==> src/rtl/mac_pkg.sv <==
// mac_pkg
// Shared definitions for the align-and-accumulate stage of the quantized MAC:
//   - state_t   : FSM states (IDLE, ACC, DRAIN, DONE)
//   - EXP_W     : width of the product exponent / left-shift amount
//   - sat_max / sat_min : saturation limits of an ACC_W-bit signed accumulator,
//                         returned in the low ACC_W bits of a 64-bit value
package mac_pkg;

    localparam int EXP_W = 4;

    typedef enum logic [1:0] {
        IDLE  = 2'd0,
        ACC   = 2'd1,
        DRAIN = 2'd2,
        DONE  = 2'd3
    } state_t;

    // Largest positive value: 2^(acc_w-1) - 1
    function automatic logic [63:0] sat_max(input int acc_w);
        return (64'd1 << (acc_w - 1)) - 64'd1;
    endfunction

    // Most negative value: -2^(acc_w-1). Only the low acc_w bits are meaningful.
    function automatic logic [63:0] sat_min(input int acc_w);
        return ~sat_max(acc_w);
    endfunction

endpackage

==> src/rtl/mac_align.sv <==
// mac_align
// Registered align stage: sign-extends the product mantissa to ACC_W bits and
// shifts it left by the product exponent. The valid bit travels alongside the
// term so the accumulator knows which cycles carry a product.
// The shift is exact as long as MANT_W + 15 <= ACC_W.
//
// Ports:
//   clk, rst_n  : clock, asynchronous active-low reset
//   valid_i     : a product is being accepted this cycle
//   exp_i       : unsigned left-shift amount (0..15)
//   mant_i      : signed product mantissa
//   valid_o     : registered valid for term_o
//   term_o      : registered aligned two's-complement term
module mac_align
    import mac_pkg::*;
#(
    parameter int MANT_W = 8,
    parameter int ACC_W  = 32
) (
    input  logic              clk,
    input  logic              rst_n,
    input  logic              valid_i,
    input  logic [EXP_W-1:0]  exp_i,
    input  logic [MANT_W-1:0] mant_i,
    output logic              valid_o,
    output logic [ACC_W-1:0]  term_o
);

    logic [ACC_W-1:0] mant_ext;
    logic [ACC_W-1:0] term_d;
    logic [ACC_W-1:0] term_q;
    logic             valid_q;

    assign mant_ext = {{(ACC_W-MANT_W){mant_i[MANT_W-1]}}, mant_i};
    assign term_d   = mant_ext << exp_i;

    always_ff @(posedge clk or negedge rst_n) begin
        if (!rst_n) begin
            valid_q <= 1'b0;
            term_q  <= '0;
        end else begin
            valid_q <= valid_i;
            // Only capture on a real product so the term register stays quiet
            // during bubbles.
            if (valid_i) begin
                term_q <= term_d;
            end
        end
    end

    assign valid_o = valid_q;
    assign term_o  = term_q;

endmodule

==> src/rtl/mac_align_acc.sv <==
// mac_align_acc
// Align-and-accumulate stage of the quantized MAC. Accepts len products
// (mantissa, exponent), aligns each into a wide term (mac_align), and sums the
// terms with saturation. The sum is offered on a valid/ready output.
//
// Handshake: a product transfers on a rising edge where in_valid && in_ready;
// the sum transfers on a rising edge where out_valid && out_ready. in_ready and
// out_valid depend only on registered state, never on the same-cycle inputs.
//
// Ports:
//   clk, rst_n            : clock, asynchronous active-low reset
//   start, len            : begin a job of len products (honoured only in IDLE)
//   in_valid/in_ready     : product handshake
//   in_exp, in_mant       : product exponent (shift amount) and signed mantissa
//   out_valid/out_ready   : sum handshake
//   out_sum, out_ovf      : registered sum and sticky saturation flag
//   busy                  : FSM not in IDLE
//   dbg_state             : current FSM state encoding, for observation
module mac_align_acc
    import mac_pkg::*;
#(
    parameter int MANT_W = 8,
    parameter int ACC_W  = 32,
    parameter int LEN_W  = 8
) (
    input  logic              clk,
    input  logic              rst_n,
    input  logic              start,
    input  logic [LEN_W-1:0]  len,
    input  logic              in_valid,
    output logic              in_ready,
    input  logic [EXP_W-1:0]  in_exp,
    input  logic [MANT_W-1:0] in_mant,
    output logic              out_valid,
    input  logic              out_ready,
    output logic [ACC_W-1:0]  out_sum,
    output logic              out_ovf,
    output logic              busy,
    output logic [1:0]        dbg_state
);

    localparam logic [63:0]      MAX64   = sat_max(ACC_W);
    localparam logic [63:0]      MIN64   = sat_min(ACC_W);
    localparam logic [ACC_W-1:0] ACC_MAX = MAX64[ACC_W-1:0];
    localparam logic [ACC_W-1:0] ACC_MIN = MIN64[ACC_W-1:0];

    state_t            state_q, state_d;
    logic [LEN_W-1:0]  cnt_q, cnt_d;
    logic [ACC_W-1:0]  acc_q, acc_d;
    logic              ovf_q, ovf_d;

    logic              accept;
    logic              term_valid;
    logic [ACC_W-1:0]  term;
    logic [ACC_W:0]    sum_wide;
    logic              sum_ovf;
    logic [ACC_W-1:0]  sum_sat;

    assign accept = in_valid && (state_q == ACC);

    mac_align #(
        .MANT_W (MANT_W),
        .ACC_W  (ACC_W)
    ) u_align (
        .clk     (clk),
        .rst_n   (rst_n),
        .valid_i (accept),
        .exp_i   (in_exp),
        .mant_i  (in_mant),
        .valid_o (term_valid),
        .term_o  (term)
    );

    // One extra bit of headroom: the two top bits disagree exactly when the
    // ACC_W-bit signed result has overflowed, and the top bit gives the
    // direction (0 = positive overflow, 1 = negative overflow).
    assign sum_wide = {acc_q[ACC_W-1], acc_q} + {term[ACC_W-1], term};
    assign sum_ovf  = sum_wide[ACC_W] ^ sum_wide[ACC_W-1];
    assign sum_sat  = !sum_ovf         ? sum_wide[ACC_W-1:0] :
                      sum_wide[ACC_W]  ? ACC_MIN : ACC_MAX;

    always_comb begin
        state_d = state_q;
        cnt_d   = cnt_q;
        acc_d   = acc_q;
        ovf_d   = ovf_q;

        // A term arrives one edge after its accept; the last one lands during
        // DRAIN, which is why DRAIN exists.
        if (term_valid) begin
            acc_d = sum_sat;
            ovf_d = ovf_q | sum_ovf;
        end

        unique case (state_q)
            IDLE: begin
                if (start) begin
                    acc_d = '0;
                    ovf_d = 1'b0;
                    cnt_d = len;
                    state_d = (len == '0) ? DONE : ACC;
                end
            end
            ACC: begin
                if (accept) begin
                    cnt_d = cnt_q - LEN_W'(1);
                    if (cnt_q == LEN_W'(1)) begin
                        state_d = DRAIN;
                    end
                end
            end
            DRAIN: begin
                state_d = DONE;
            end
            DONE: begin
                if (out_ready) begin
                    state_d = IDLE;
                end
            end
            default: begin
                state_d = IDLE;
            end
        endcase
    end

    always_ff @(posedge clk or negedge rst_n) begin
        if (!rst_n) begin
            state_q <= IDLE;
            cnt_q   <= '0;
            acc_q   <= '0;
            ovf_q   <= 1'b0;
        end else begin
            state_q <= state_d;
            cnt_q   <= cnt_d;
            acc_q   <= acc_d;
            ovf_q   <= ovf_d;
        end
    end

    assign in_ready  = (state_q == ACC);
    assign out_valid = (state_q == DONE);
    assign busy      = (state_q != IDLE);
    assign out_sum   = acc_q;
    assign out_ovf   = ovf_q;
    assign dbg_state = state_q;

endmodule
==> config.mk <==
export PLATFORM = sky130hd
export DESIGN_NAME = mac_align_acc
export DESIGN_NICKNAME = d
export VERILOG_FILES = /design/src/rtl/mac_pkg.sv /design/src/rtl/mac_align.sv /design/src/rtl/mac_align_acc.sv
export SDC_FILE = /design/constraint.sdc
export NUM_CORES = 1
export LEC_CHECK = 0
export ABC_AREA = 1
export BUFFER_PORTS_ARGS = -buffer_cell sky130_fd_sc_hd__buf_4
export CAP_MARGIN = 20
export CORE_ASPECT_RATIO = 1.5
export CORE_MARGIN = 2
export CORE_UTILIZATION = 41
export DETAILED_ROUTE_END_ITERATION = 10
export SKIP_CTS_REPAIR_TIMING = 1
export SYNTH_ARGS = -nofsm -noshare
export SYNTH_HDL_FRONTEND = slang
export SYNTH_HIERARCHICAL = 1
export SYNTH_SLANG_ARGS = --single-unit
==> constraint.sdc <==
create_clock -name clk -period 6.25 [get_ports clk]
set_input_delay 0.9375 -clock clk [delete_from_list [all_inputs] [get_ports clk]]
set_output_delay 0.9375 -clock clk [all_outputs]
set_load 0.005 [all_outputs]
## Yosys cells after proc, flatten, opt, wreduce, memory -nomap -nowiden

Cells that the tools add are included.

| storage, ports and cells | value |
|---|---|
| input port bits | 25 |
| register bits | 76 |
| logic and storage cells | 43 |
| output and inout bits | 38 |

| operators by class | value |
|---|---|
| muxes and demuxes | 17 |
| bitwise logic cells | 2 |
| shift-type cells | 1 |
| equality and inequality tests | 8 |
| add/subtract/negate cells | 2 |
| reduce and logical (&&, ||, !) cells | 7 |

Operators with widths:

| cell | count |
|---|---|
| $mux W32 | 5 |
| $add A32 B32 Y33 | 1 |
| $shl A32 B4 Y32 | 1 |
| $mux W8 | 2 |
| $pmux W8 S2 | 1 |
| $mux W2 | 5 |
| $eq A8 B1 Y1 const B | 1 |
| $logic_not A8 Y1 | 1 |
| $pmux W2 S4 | 1 |
| $sub A8 B1 Y8 const B | 1 |
| $ne A2 B1 Y1 const B | 3 |
| $eq A2 B2 Y1 const B | 2 |
| $reduce_and A4 Y1 | 1 |
| $reduce_bool A2 Y1 | 2 |
| $mux W1 | 3 |
| $reduce_and A3 Y1 | 1 |
| $eq A2 B1 Y1 const B | 1 |
| $logic_not A2 Y1 | 1 |
| $ne A2 B2 Y1 const B | 1 |
| $logic_and A1 B1 Y1 | 1 |
| $or A1 B1 Y1 | 1 |
| $xor A1 B1 Y1 | 1 |

## Logic depth before layout (Yosys ltp)

Gate-level depths: netlist of run 1.

| logic depth | value |
|---|---|
| depth in word-level cells | 6 |
| depth in mapped cells | 18 |
| mapped depth without buffers | 18 |

## Cells and area by module

The synthesis of run 1 kept the hierarchy.

By module, submodules not included:

| module | area each (sq um) | cells each | times used | seq. area each (sq um) |
|---|---|---|---|---|
| mac_align_acc | 4390.5 | 642 | 1 | 1076.0 |
| mac_align | 1388.8 | 189 | 1 | 600.6 |

## Worst setup path after synthesis of run 1

No wires, ideal clock.

| timing | value |
|---|---|
| path kind | register to register |
| start point | register u_align.term_q[30] (netlist: u_align/term_o[30]) |
| end point | register acc_q[0] (netlist: out_sum[0]) |
| required time | 6116 ps |
| stages on the path, launching flop included | 16 |
| setup slack | 3979 ps |
| arrival | 2137 ps |
| clock period less this slack | 2271 ps |
| library setup time | 134 ps |
| path buffers | 2 |
| cells stage by stage | dfrtp_1 > buf_4 > ha_1 > nand2_1 > inv_1 > a21oi_1 > nand2_1 > a21oi_2 > nand2_2 > nand2_2 > nand2_2 > nand2_4 > nand2_4 > inv_4 > buf_8 > a21oi_4 |

| between the ends | value |
|---|---|
| cells in the longest elaborated chain, start to end | 6 |
| elaborated cells between the ends (all ways) | 7 |
| classes of those cells | add/sub (1); mux (5); bitwise (1) |

Ends and longest elaborated chain:

| element | RTL line | RTL |
|---|---|---|
| start, declared | mac_align.sv:31 | `logic [ACC_W-1:0] term_q;` |
| start signal, assigned | mac_align.sv:46 | `term_q <= term_d;` |
| $add A32 B32 Y33 * | mac_align_acc.sv:77 | `assign sum_wide = {acc_q[ACC_W-1], acc_q} + {term[ACC_W-1], term};` |
| $mux W32 or $xor A1 B1 Y1 (tied branches) | mac_align_acc.sv:80, mac_align_acc.sv:78 |  |
| $mux W32 * | mac_align_acc.sv:79 | `assign sum_sat = !sum_ovf ? sum_wide[ACC_W-1:0] :` |
| $mux W32 * | mac_align_acc.sv:90 | `if (term_valid) begin` |
| $mux W32 | mac_align_acc.sv:97 | `if (start) begin` |
| $mux W32 * | mac_align_acc.sv:95 | `unique case (state_q)` |
| via acc_d[0] | mac_align_acc.sv:49 | `logic [ACC_W-1:0] acc_q, acc_d;` |
| end signal, assigned | mac_align_acc.sv:130 | `acc_q <= '0;` |
| end signal, assigned | mac_align_acc.sv:135 | `acc_q <= acc_d;` |
| end, declared | mac_align_acc.sv:49 |  |

The timed path passes the listed nets; every way through them passes the cells marked *.
A chain may end at the register's enable or synchronous reset.

## Final worst setup path of run 1

| timing | value |
|---|---|
| start point | register u_align.term_q[30] (netlist: u_align/term_o[30]) |
| end point | register acc_q[26] (netlist: out_sum[26]) |

Same word-level chain as after synthesis.

==> key figures, run 1 <==
Run status
  – Status: completed

Critical path
  – Worst EP required: 6.49 ns
  – Crit-path max FO: 25
  – Kind of critical path: flip-flop to flip-flop
  – WP data arrival: 3.15 ns
  – Critical Path End Type: flip-flop
  – CP Launch Type: flip-flop

STA
  – Fin crit period: 2.913 ns
  – Relative slew margins: 42.13%
  – Hold slack: 0.5085 ns
  – RSZ-0062 raised after global routing: false
  – Final period util: 46.61%
  – Finish-stage setup viols: 0
  – Final hold vios: 0
  – Worst Skew: 0.01110 ns
  – F_max: 343.2 MHz
  – Setup TNS: 0 ns
  – Slew at the pin with the worst max-slew slack: 0.8681 ns
  – Slew Limit Fails: 0

Drt
  – WL met3: 412 um
  – DR pass1 iterations: 4
  – DR top layer: met4
  – Vias per cell: 5.225
  – Post-route ant nets: 0
  – Post-Route WL: 16.40 mm
  – Met1 WL: 6.507 mm
  – Residual DRC: 0
  – Initial drt markers: 300
  – Metal2 WL: 8.838 mm
  – Via count: 5455
  – WL per Instance: 15.71 um

Hold path
  – HP Class: flip-flop to flip-flop

Global routing
  – Gr usage total: 22.36%
  – First-pass GRT wire length: 26.34 mm
  – Total grt overflow: 0
  – Largest net degree at the start of global routing: 68
  – Initial antenna violation count: 0
  – Vias in the first global route: 5319

Power and ir drop
  – P per Cell Area: 670.4 nW/um2
  – Total power draw: 4387 uW
  – Lkg Pwr: 0.003330 uW
  – Peak supply drop: 0.2713 mV

Die
  – Starting Density: 41.50%
  – Row cnt: 53
  – Core region area: 13930 um2
  – Die height: 149.4 um
  – Die W: 100.9 um
  – I/O pins: 63
  – Die area: 15080 um2

Yosys
  – Primary FF master, synth: dfrtp_1
  – Synth warn: 6
  – Synth Instances: 831
  – Post-synth net total: 896
  – Seq/Total Area, Yosys: 29.01%
  – Distinct cells, synth: 50
  – #FFs+latches synth: 67
  – Syn Std Cell Area: 5779 um2
  – Ys async rst share: 100.0%
  – Syn avg cell area: 6.955 um2
  – Post-synth EDFFs: 0

Layout
  – Synth-to-Final Area Change: 13.23%
  – Share of layout cells above drive strength 1: 16.15%
  – Layout Utilization: 46.99%
  – Diode count: 0
  – Most common cell after layout, fill and taps aside: nand2_1
  – Most frequent cells in the layout: 237 x nand2_1, 85 x nor2_1, 69 x inv_1
  – Final design area excluding fillers: 6544 um2
  – Fin nets: 939

CTS
  – Worst skew pair latency: 0.34 ns
  – Clock transition at path regs: 0.06 ns
  – Clock tree buffer depth: 2
  – Number of H-tree levels: 3
  – TritonCTS buffer count: 9
  – CTS sink cnt: 67
  – CTS tree: built
  – Root Driver: clkbuf_16

Placed design
  – Post-place instance area: 6231 um2
  – Routability cong.: 0.9856
  – Port Buffers: 62
  – DP Wirelength: 12.85 mm

Job
  – Max_cap viols: 0
worst max-delay path, stage by stage, from the launching register on:
cell and delay [ns]:
dfrtp_1 0.59, ha_1 0.36, nand2_1 0.16, inv_1 0.06, a21oi_1 0.21, nand2_1 0.11, a21oi_2 0.20, nand2_2 0.09
nand2_2 0.06, nand2_2 0.07, nand2_4 0.19, nand2_4 0.09, inv_4 0.38, nand3_1 0.13, nand2_1 0.09, inv_1 0.03
registers in the layout (all words and copies together) (netlist names):
register and cells:
u_align/valid_o 1, out_ovf 1, u_align/term_o 23, dbg_state 2
cnt_q 8, out_sum 32
cell families (layout without fill, tap and decap cells):
family	count (synthesis)	in the layout	share of synthesized area (%)
and+or+nand+nor	445	445	33.36
buffers and inverters	111	159	9.353
DFF	67	67	29.01
xor gates and xnor gates	27	27	4.092
adders and majority gates	40	40	8.790
AOI/OAI and AO/OA	141	141	15.39
Yosys cell counts, types with 3 or more instances:
library cell / instances / share of area [%]
clkbuf_1: 7 / 0.45
nand2_1: 237 / 15
nor4_1: 4 / 0.43
nor3_1: 6 / 0.52
nor2_1: 85 / 5.5
o211ai_1: 7 / 0.91
dfrtp_1: 67 / 29
inv_2: 6 / 0.39
buf_4: 15 / 1.9
nand3_1: 67 / 5.8
nor2_2: 5 / 0.54
nand2_2: 19 / 2.1
xor2_1: 16 / 2.4
a21oi_2: 18 / 2.7
nand3b_1: 3 / 0.39
ha_1: 39 / 8.4
a21oi_4: 4 / 1.1
o21bai_1: 8 / 1.0
xnor2_1: 11 / 1.7
o21ai_0: 35 / 3.0
buf_6: 4 / 0.78
a21oi_1: 56 / 4.8
inv_1: 69 / 4.5
nand2_4: 4 / 0.78
nand4_1: 6 / 0.65
through the flow:
step           worst slack (ns)  instances
2_1_floorplan             3.979        831
6_report                  3.337       1044
3_5_place_dp              3.345       1028
5_1_grt                   3.103       1044
4_1_cts                   3.342       1044
3_3_place_gp              3.370       1028
report_power, final:
| part | total (uW) | switching, uW | internal, uW | leakage (uW) |
|---|---|---|---|---|
| clock network | 535 | 203 | 332 | 0.000152 |
| registers | 837 | 193 | 644 | 0.000830 |
| logic | 3010 | 1920 | 1100 | 0.00235 |
per-layer routing:
| metal | global-route usage (%) | up-vias |
|---|---|---|
| met5 | 0 | - |
| met4 | 10.07 | 0 |
| met3 | 2.896 | 37 |
| met2 | 41.90 | 118 |
| met1 | 24.61 | 2505 |
| li1 | - | 2795 |
final timing paths:
kind | slack, ns | start | to | depth (start not counted)
setup / recovery | 3.34 | u_align/term_o[30]$_DFFE_PN0P_ | out_sum[26]$_DFF_PN0_ | 15
hold / removal | 0.51 | u_align/term_o[2]$_DFFE_PN0P_ | u_align/term_o[2]$_DFFE_PN0P_ | 2
setup reg to reg | 3.34 | u_align/term_o[30]$_DFFE_PN0P_ | out_sum[26]$_DFF_PN0_ | 15
hold reg to reg | 0.51 | u_align/term_o[2]$_DFFE_PN0P_ | u_align/term_o[2]$_DFFE_PN0P_ | 2
max in group asynchronous | 4.96 | rst_n | u_align/term_o[15]$_DFFE_PN0P_ | 1
min in group asynchronous | 0.71 | rst_n | out_sum[6]$_DFF_PN0_ | 1
area by class of cell:
class | count | area [um2]
Clock buffer | 11 | 252.7
Clock inverter | 5 | 60.06
Fill cell | 1498 | 7382
Inverter | 80 | 312.8
Multi-Input combinational cell | 653 | 3562
Sequential cell | 67 | 1677
Tap cell | 165 | 206.4
Timing Repair Buffer | 63 | 473.0
Power figures use the tool's default switching activity.
==> run 2: changes to the inputs <==
==> constraint.sdc (replaced) <==
create_clock -name clk -period 2.6 [get_ports clk]
set_input_delay 0.39 -clock clk [delete_from_list [all_inputs] [get_ports clk]]
set_output_delay 0.39 -clock clk [all_outputs]
set_load 0.005 [all_outputs]
==> run 2 against run 1 <==
Clock-buffer cell count decreased by 2. Clock power increased by 110%. Sequential share of layout area decreased by 0.96 points. Global-route usage increased by 0.93 points. Cell area increased by 4.0%. Largest power group unchanged. Critical path type unchanged. Via count increased by 2.1%.
==> key figures, run 2 (synthesis results as in run 1) <==
Hold path
  – HP Class: primary input to async pin

Placed design
  – DP Wirelength: 13.50 mm (+5.1%)
  – Place WS: 0.07059 ns (-3.274 ns)
  – Port Buffers: 62 (unchanged)
  – Routability cong.: 1.029 (+4.4%)

Drt
  – DR pass1 iterations: 4 (unchanged)
  – Via count: 5571 (+2.1%)
  – Initial drt markers: 243 (-19%)
  – WL per Instance: 15.87 um (+1.0%)
  – Post-route ant nets: 0 (unchanged)
  – Post-Route WL: 16.99 mm (+3.6%)
  – Vias per cell: 5.202 (-0.45%)
  – Residual DRC: 0 (unchanged)

Power and ir drop
  – Clock Power Share: 10.6% (-1.6 points)
  – P per Cell Area: 1607 nW/um2 (+140%)
  – Peak supply drop: 0.5942 mV (+120%)
  – Net Switching: 5673 uW (+150%)
  – Pint: 5257 uW (+150%)
  – Total power draw: 10930 uW (+150%)
  – Sw frac: 51.91% (-0.78 points)
  – Lkg Pwr: 0.003451 uW (+3.6%)
  – Reg power frac: 18.4% (-0.7 points)
  – Gate power share: 71.0% (+2.3 points)

Layout
  – Fin nets: 966 (+2.9%)
  – Synth-to-Final Area Change: 17.71%
  – Max reg flops: 32 (unchanged)
  – Most frequent cells in the layout: 236 x nand2_1, 87 x buf_4, 84 x nor2_1
  – Filler cell count: 1486 (-0.80%)
  – Diode count: 0 (unchanged)
  – Most common cell after layout, fill and taps aside: nand2_1
  – Share of layout cells above drive strength 1: 19.87% (+3.7 points)

Critical path
  – Crit-path max FO: 4 (-84%)
  – WP data arrival: 2.64 ns (-0.51 ns)
  – CP peak stage delay: 0.42 ns (-0.17 ns)
  – Cell chain of the critical path: ha_1 -> nand2_1 -> inv_1 -> a21oi_1 -> nand2_2 -> buf_4 -> nand3_1 -> nand2_1 -> nand3_1 -> nand2_1 -> xor2_1 -> nor2_1 -> nor2_1
  – Crit path buf inv count: 2 (-1)
  – Slowest CP cell: dfrtp_1
  – Critical path's top delay family: simple AND/OR/NAND/NOR gates
  – CP Launch Type: flip-flop
  – Worst EP required: 2.81 ns (-3.68 ns)
  – Critical Path End Type: flip-flop
  – Kind of critical path: flip-flop to flip-flop
  – Cell mode on critical path: nand2_1

Die
  – I/O pins: 63 (unchanged)
  – Die area: 15080 um2 (unchanged)
  – Die W: 100.9 um (unchanged)
  – Starting Density: 41.50% (unchanged)
  – Die height: 149.4 um (unchanged)
  – Row cnt: 53 (unchanged)
  – Core region area: 13930 um2 (unchanged)

STA
  – Worst Skew: 0.008006 ns (-0.003089 ns)
  – Final period util: 93.41% (+47 points)
  – Fin crit period: 2.429 ns (-0.4847 ns)
  – F_max: 411.7 MHz (+20%)
  – RSZ-0062 raised after global routing: false
  – Worst setup margin: 0.1713 ns (-3.165 ns)
  – Setup TNS: 0 ns (unchanged)
  – Final hold vios: 0 (unchanged)
  – Relative slew margins: 38.64% (-3.5 points)
  – Slew at the pin with the worst max-slew slack: 0.9203 ns (+0.05222 ns)
  – Slew Limit Fails: 0 (unchanged)
  – Finish-stage setup viols: 0 (unchanged)

CTS
  – TritonCTS buffer count: 9 (unchanged)
  – CTS sink cnt: 67 (unchanged)
  – Worst skew pair latency: 0.34 ns (about the same)
  – Root Driver: clkbuf_16
  – Clock tree buffer depth: 2 (unchanged)
  – CTS tree: built
  – Number of H-tree levels: 3 (unchanged)
  – Clock transition at path regs: 0.06 ns (about the same)

Global routing
  – Gr usage total: 23.29% (+0.93 points)
  – Largest net degree at the start of global routing: 68 (unchanged)
  – First-pass GRT wire length: 27.46 mm (+4.2%)
  – Vias in the first global route: 5564 (+4.6%)
  – Initial antenna violation count: 0 (unchanged)
  – Total grt overflow: 0 (unchanged)

Run status
  – Status: completed

Job
  – Max_cap viols: 0 (unchanged)
[run 2: changes by cell type in the layout (fill, tap and decap cells not counted), sizes merged]
cell	previous run	this run
clkinv	4	5
bufinv	1	0
clkinvlp	1	2
inv	79	80
clkbuf	11	9
buf	63	90
[run 2: worst reg2reg max path: stages, from the launching register on]
cell and delay, ns:
dfrtp_1 0.42, ha_1 0.38, nand2_1 0.12, inv_1 0.07, a21oi_1 0.17, nand2_2 0.10, buf_4 0.15, nand3_1 0.06
nand2_1 0.13, nand3_1 0.10, nand2_1 0.06, xor2_1 0.17, nor2_1 0.27, nor2_1 0.11
[run 2: through the flow]
stage                     instance area [um2]  utilization, %  hold WS [ns]  std cells
final                                    6803           48.85        0.1351       1071
after detailed placement                 6464           46.42        0.4922       1054
after CTS                                6740           48.40        0.2143       1070
after global routing                     6803           48.85        0.2457       1071
after global placement                   6464           46.42        0.4844       1054
after floorplan                          5779               -       0.09441        831
[run 2: path summary, 6_finish.rpt]
check | startpoint | end | slack (ns) | cells past startpoint
min in group clk | len[1] | cnt_q[1]$_DFFE_PN0P_ | 0.30 | 3
setup reg to reg | out_sum[6]$_DFF_PN0_ | out_sum[17]$_DFF_PN0_ | 0.17 | 13
setup / recovery | out_sum[6]$_DFF_PN0_ | out_sum[17]$_DFF_PN0_ | 0.17 | 13
hold / removal | rst_n | out_sum[30]$_DFF_PN0_ | 0.14 | 1
max in group asynchronous | rst_n | out_sum[5]$_DFF_PN0_ | 1.81 | 1
hold reg to reg | u_align/term_o[12]$_DFFE_PN0P_ | u_align/term_o[12]$_DFFE_PN0P_ | 0.50 | 2
[run 2: metal layers]
layer	GRT usage, %	vias up	part of all wire [%]
li1	-	2847	-
met1	25.60	2592	39
met2	45.00	103	55
met3	3.083	29	2.6
met4	7.703	0	2.8
met5	0	-	0
[run 2: power by group through the flow]
stage / sequential, uW / clock, uW / combinational [uW]
floorplan: 1890 / 0 / 5580
global placement: 2030 / 0 / 7600
detailed placement: 2030 / 0 / 7620
CTS: 2020 / 1170 / 7650
global route: 2080 / 1220 / 8680
finish: 2010 / 1150 / 7770
[run 2: area by class of cell]
type / count / area [um2] / share of cell area [%]
repair buffers: 90 / 713.2 / 10.48
clock inverters: 7 / 51.30 / 0.7541
flip-flops and latches: 67 / 1678 / 24.66
inverters: 80 / 312.8 / 4.598
clock buffers: 9 / 225.2 / 3.311
multi-input cells: 653 / 3616 / 53.15
well taps: 165 / 206.4 / 3.035
==> run 3: changes to the inputs <==
--- a/config.mk
+++ b/config.mk
@@ -6,7 +6,7 @@
 export NUM_CORES = 1
 export LEC_CHECK = 0
 export ABC_AREA = 1
-export BUFFER_PORTS_ARGS = -buffer_cell sky130_fd_sc_hd__buf_4
+export BUFFER_PORTS_ARGS = -buffer_cell sky130_fd_sc_hd__buf_2
 export CAP_MARGIN = 20
 export CORE_ASPECT_RATIO = 1.5
 export CORE_MARGIN = 2
==> run 3 against run 2 <==
Non-clock buffer count rose by 8. Die area did not move. Sequential power barely moved. Largest power group unchanged. Cell count rose by 0.75%. First-iteration DRC count fell by 12%. Fmax fell by 1.8%. Wire length rose by 2.7%. Clock skew rose by 0.0033 ns.
==> key figures, run 3 (synthesis results as in run 1) <==
Critical path
  – Critical Path End Type: flip-flop
  – Worst EP required: 2.81 ns (about the same)
  – WP data arrival: 2.68 ns (+0.04 ns)
  – Crit-path max FO: 6 (+2)
  – Kind of critical path: flip-flop to flip-flop
  – CP Launch Type: flip-flop

Drt
  – Residual DRC: 0 (unchanged)
  – Via count: 5652 (+1.5%)
  – DR pass1 iterations: 5 (+1)
  – Post-Route WL: 17.46 mm (+2.7%)
  – Post-route ant nets: 0 (unchanged)
  – Vias per cell: 5.238 (+0.70%)
  – Initial drt markers: 213 (-12%)
  – WL per Instance: 16.18 um (+2.0%)

Layout
  – Synth-to-Final Area Change: 17.17%
  – Final non-filler cell total: 1079 (+0.75%)
  – Diode count: 0 (unchanged)
  – Filler cell count: 1490 (+0.27%)
  – Fin nets: 974 (+0.83%)
  – Final design area excluding fillers: 6771 um2 (-0.46%)
  – Most common cell after layout, fill and taps aside: nand2_1
  – Most frequent cells in the layout: 233 x nand2_1, 84 x nor2_1, 69 x inv_1
  – Share of layout cells above drive strength 1: 21.12% (+1.2 points)
  – Max reg flops: 32 (unchanged)

CTS
  – CTS sink cnt: 67 (unchanged)
  – Root Driver: clkbuf_16
  – Clock tree buffer depth: 2 (unchanged)
  – Number of H-tree levels: 3 (unchanged)
  – Clock transition at path regs: 0.06 ns (about the same)
  – Worst skew pair latency: 0.34 ns (about the same)
  – CTS tree: built
  – TritonCTS buffer count: 9 (unchanged)

Power and ir drop
  – Peak supply drop: 0.6622 mV (+11%)
  – Lkg Pwr: 0.003462 uW (+0.31%)
  – P per Cell Area: 1647 nW/um2 (+2.5%)
  – Total power draw: 11150 uW (+2.0%)

Placed design
  – Post-Place Cells: 1061 (+0.66%)
  – DP Wirelength: 14.05 mm (+4.1%)
  – Routability cong.: 1.013 (-1.6%)
  – Port Buffers: 62 (unchanged)
  – Post-place instance area: 6361 um2 (-1.6%)

STA
  – F_max: 404.3 MHz (-1.8%)
  – Fin crit period: 2.473 ns (+0.04451 ns)
  – Slew at the pin with the worst max-slew slack: 0.8342 ns (-0.08617 ns)
  – Worst Skew: 0.01128 ns (+0.003269 ns)
  – Final hold vios: 0 (unchanged)
  – Relative slew margins: 44.39% (+5.7 points)
  – Final period util: 95.12% (+1.7 points)
  – Finish-stage setup viols: 0 (unchanged)
  – Slew Limit Fails: 0 (unchanged)

Global routing
  – Total grt overflow: 0 (unchanged)
  – First-pass GRT wire length: 27.83 mm (+1.4%)
  – Initial antenna violation count: 0 (unchanged)
  – Gr usage total: 23.80% (+0.51 points)
  – Vias in the first global route: 5583 (+0.34%)
  – Largest net degree at the start of global routing: 35 (-49%)

Die
  – Core region area: 13930 um2 (unchanged)
  – Row cnt: 53 (unchanged)
  – Die area: 15080 um2 (unchanged)
  – Die height: 149.4 um (unchanged)
  – Die W: 100.9 um (unchanged)
  – I/O pins: 63 (unchanged)
  – Starting Density: 41.50% (unchanged)

Hold path
  – HP Class: primary input to async pin

Job
  – Max_cap viols: 0 (unchanged)

Run status
  – Status: completed
## run 3: cell count changes in the layout (fill, tap and decap cells not counted), sizes merged
cell and change:
buf +8, clkinv -2, bufinv +1, clkbuf +1
## run 3: worst max-delay path, stage by stage (launching register included)
cell,delay [ns]
dfrtp_2,0.47
buf_4,0.16
ha_1,0.34
a21oi_1,0.22
o21a_1,0.15
nand2_1,0.06
a21oi_2,0.17
nand2_2,0.08
nand2_2,0.06
nand2_2,0.06
nand2_4,0.08
nand2_4,0.06
nor2_1,0.30
nor2_1,0.11
## run 3: final timing paths
check	startpoint	end	slack (ns)	depth (start not counted)
setup / recovery	u_align/term_o[30]$_DFFE_PN0P_	out_sum[17]$_DFF_PN0_	0.13	13
hold / removal	rst_n	out_sum[29]$_DFF_PN0_	0.09	2
setup reg to reg	u_align/term_o[30]$_DFFE_PN0P_	out_sum[17]$_DFF_PN0_	0.13	13
hold reg to reg	u_align/term_o[11]$_DFFE_PN0P_	u_align/term_o[11]$_DFFE_PN0P_	0.50	2
max in group asynchronous	rst_n	out_sum[8]$_DFF_PN0_	2.16	2
min in group clk	len[1]	cnt_q[1]$_DFFE_PN0P_	0.32	3
## run 3: metal layers
| metal | GRT usage [%] | up-vias | wire length [um] |
|---|---|---|---|
| met1 | 25.52 | 2648 | 6690 |
| met3 | 2.849 | 30 | 445 |
| li1 | - | 2867 | - |
| met5 | 0 | - | 0 |
| met4 | 8.176 | 0 | 552 |
| met2 | 46.80 | 107 | 9768 |
## run 3: cell type report
| type | count | area [um2] | share of cell area, % |
|---|---|---|---|
| inverters | 80 | 312.8 | 4.619 |
| repair buffers | 98 | 618.1 | 9.128 |
| well taps | 165 | 206.4 | 3.049 |
| clock buffers | 10 | 239.0 | 3.529 |
| multi-input cells | 653 | 3646 | 53.84 |
| clock inverters | 6 | 71.32 | 1.053 |
| flip-flops and latches | 67 | 1678 | 24.78 |
## run 3: where the power goes
part / internal, uW / switching (uW)
logic: 3050 / 4810
clock network: 778 / 521
registers: 1550 / 453
## run 3: metrics by stage
step / hold WS [ns] / utilization [%] / TNS [ns] / setup slack, ns
after floorplan: 0.09441 / - / 0 / 0.3292
after global placement: 0.4838 / 45.68 / 0 / 0.1231
after detailed placement: 0.4784 / 45.68 / 0 / 0.03871
after CTS: 0.1109 / 47.91 / 0 / 0.01781
after global routing: 0.1289 / 48.63 / -0.004301 / -0.004301
final: 0.08594 / 48.63 / 0 / 0.1268
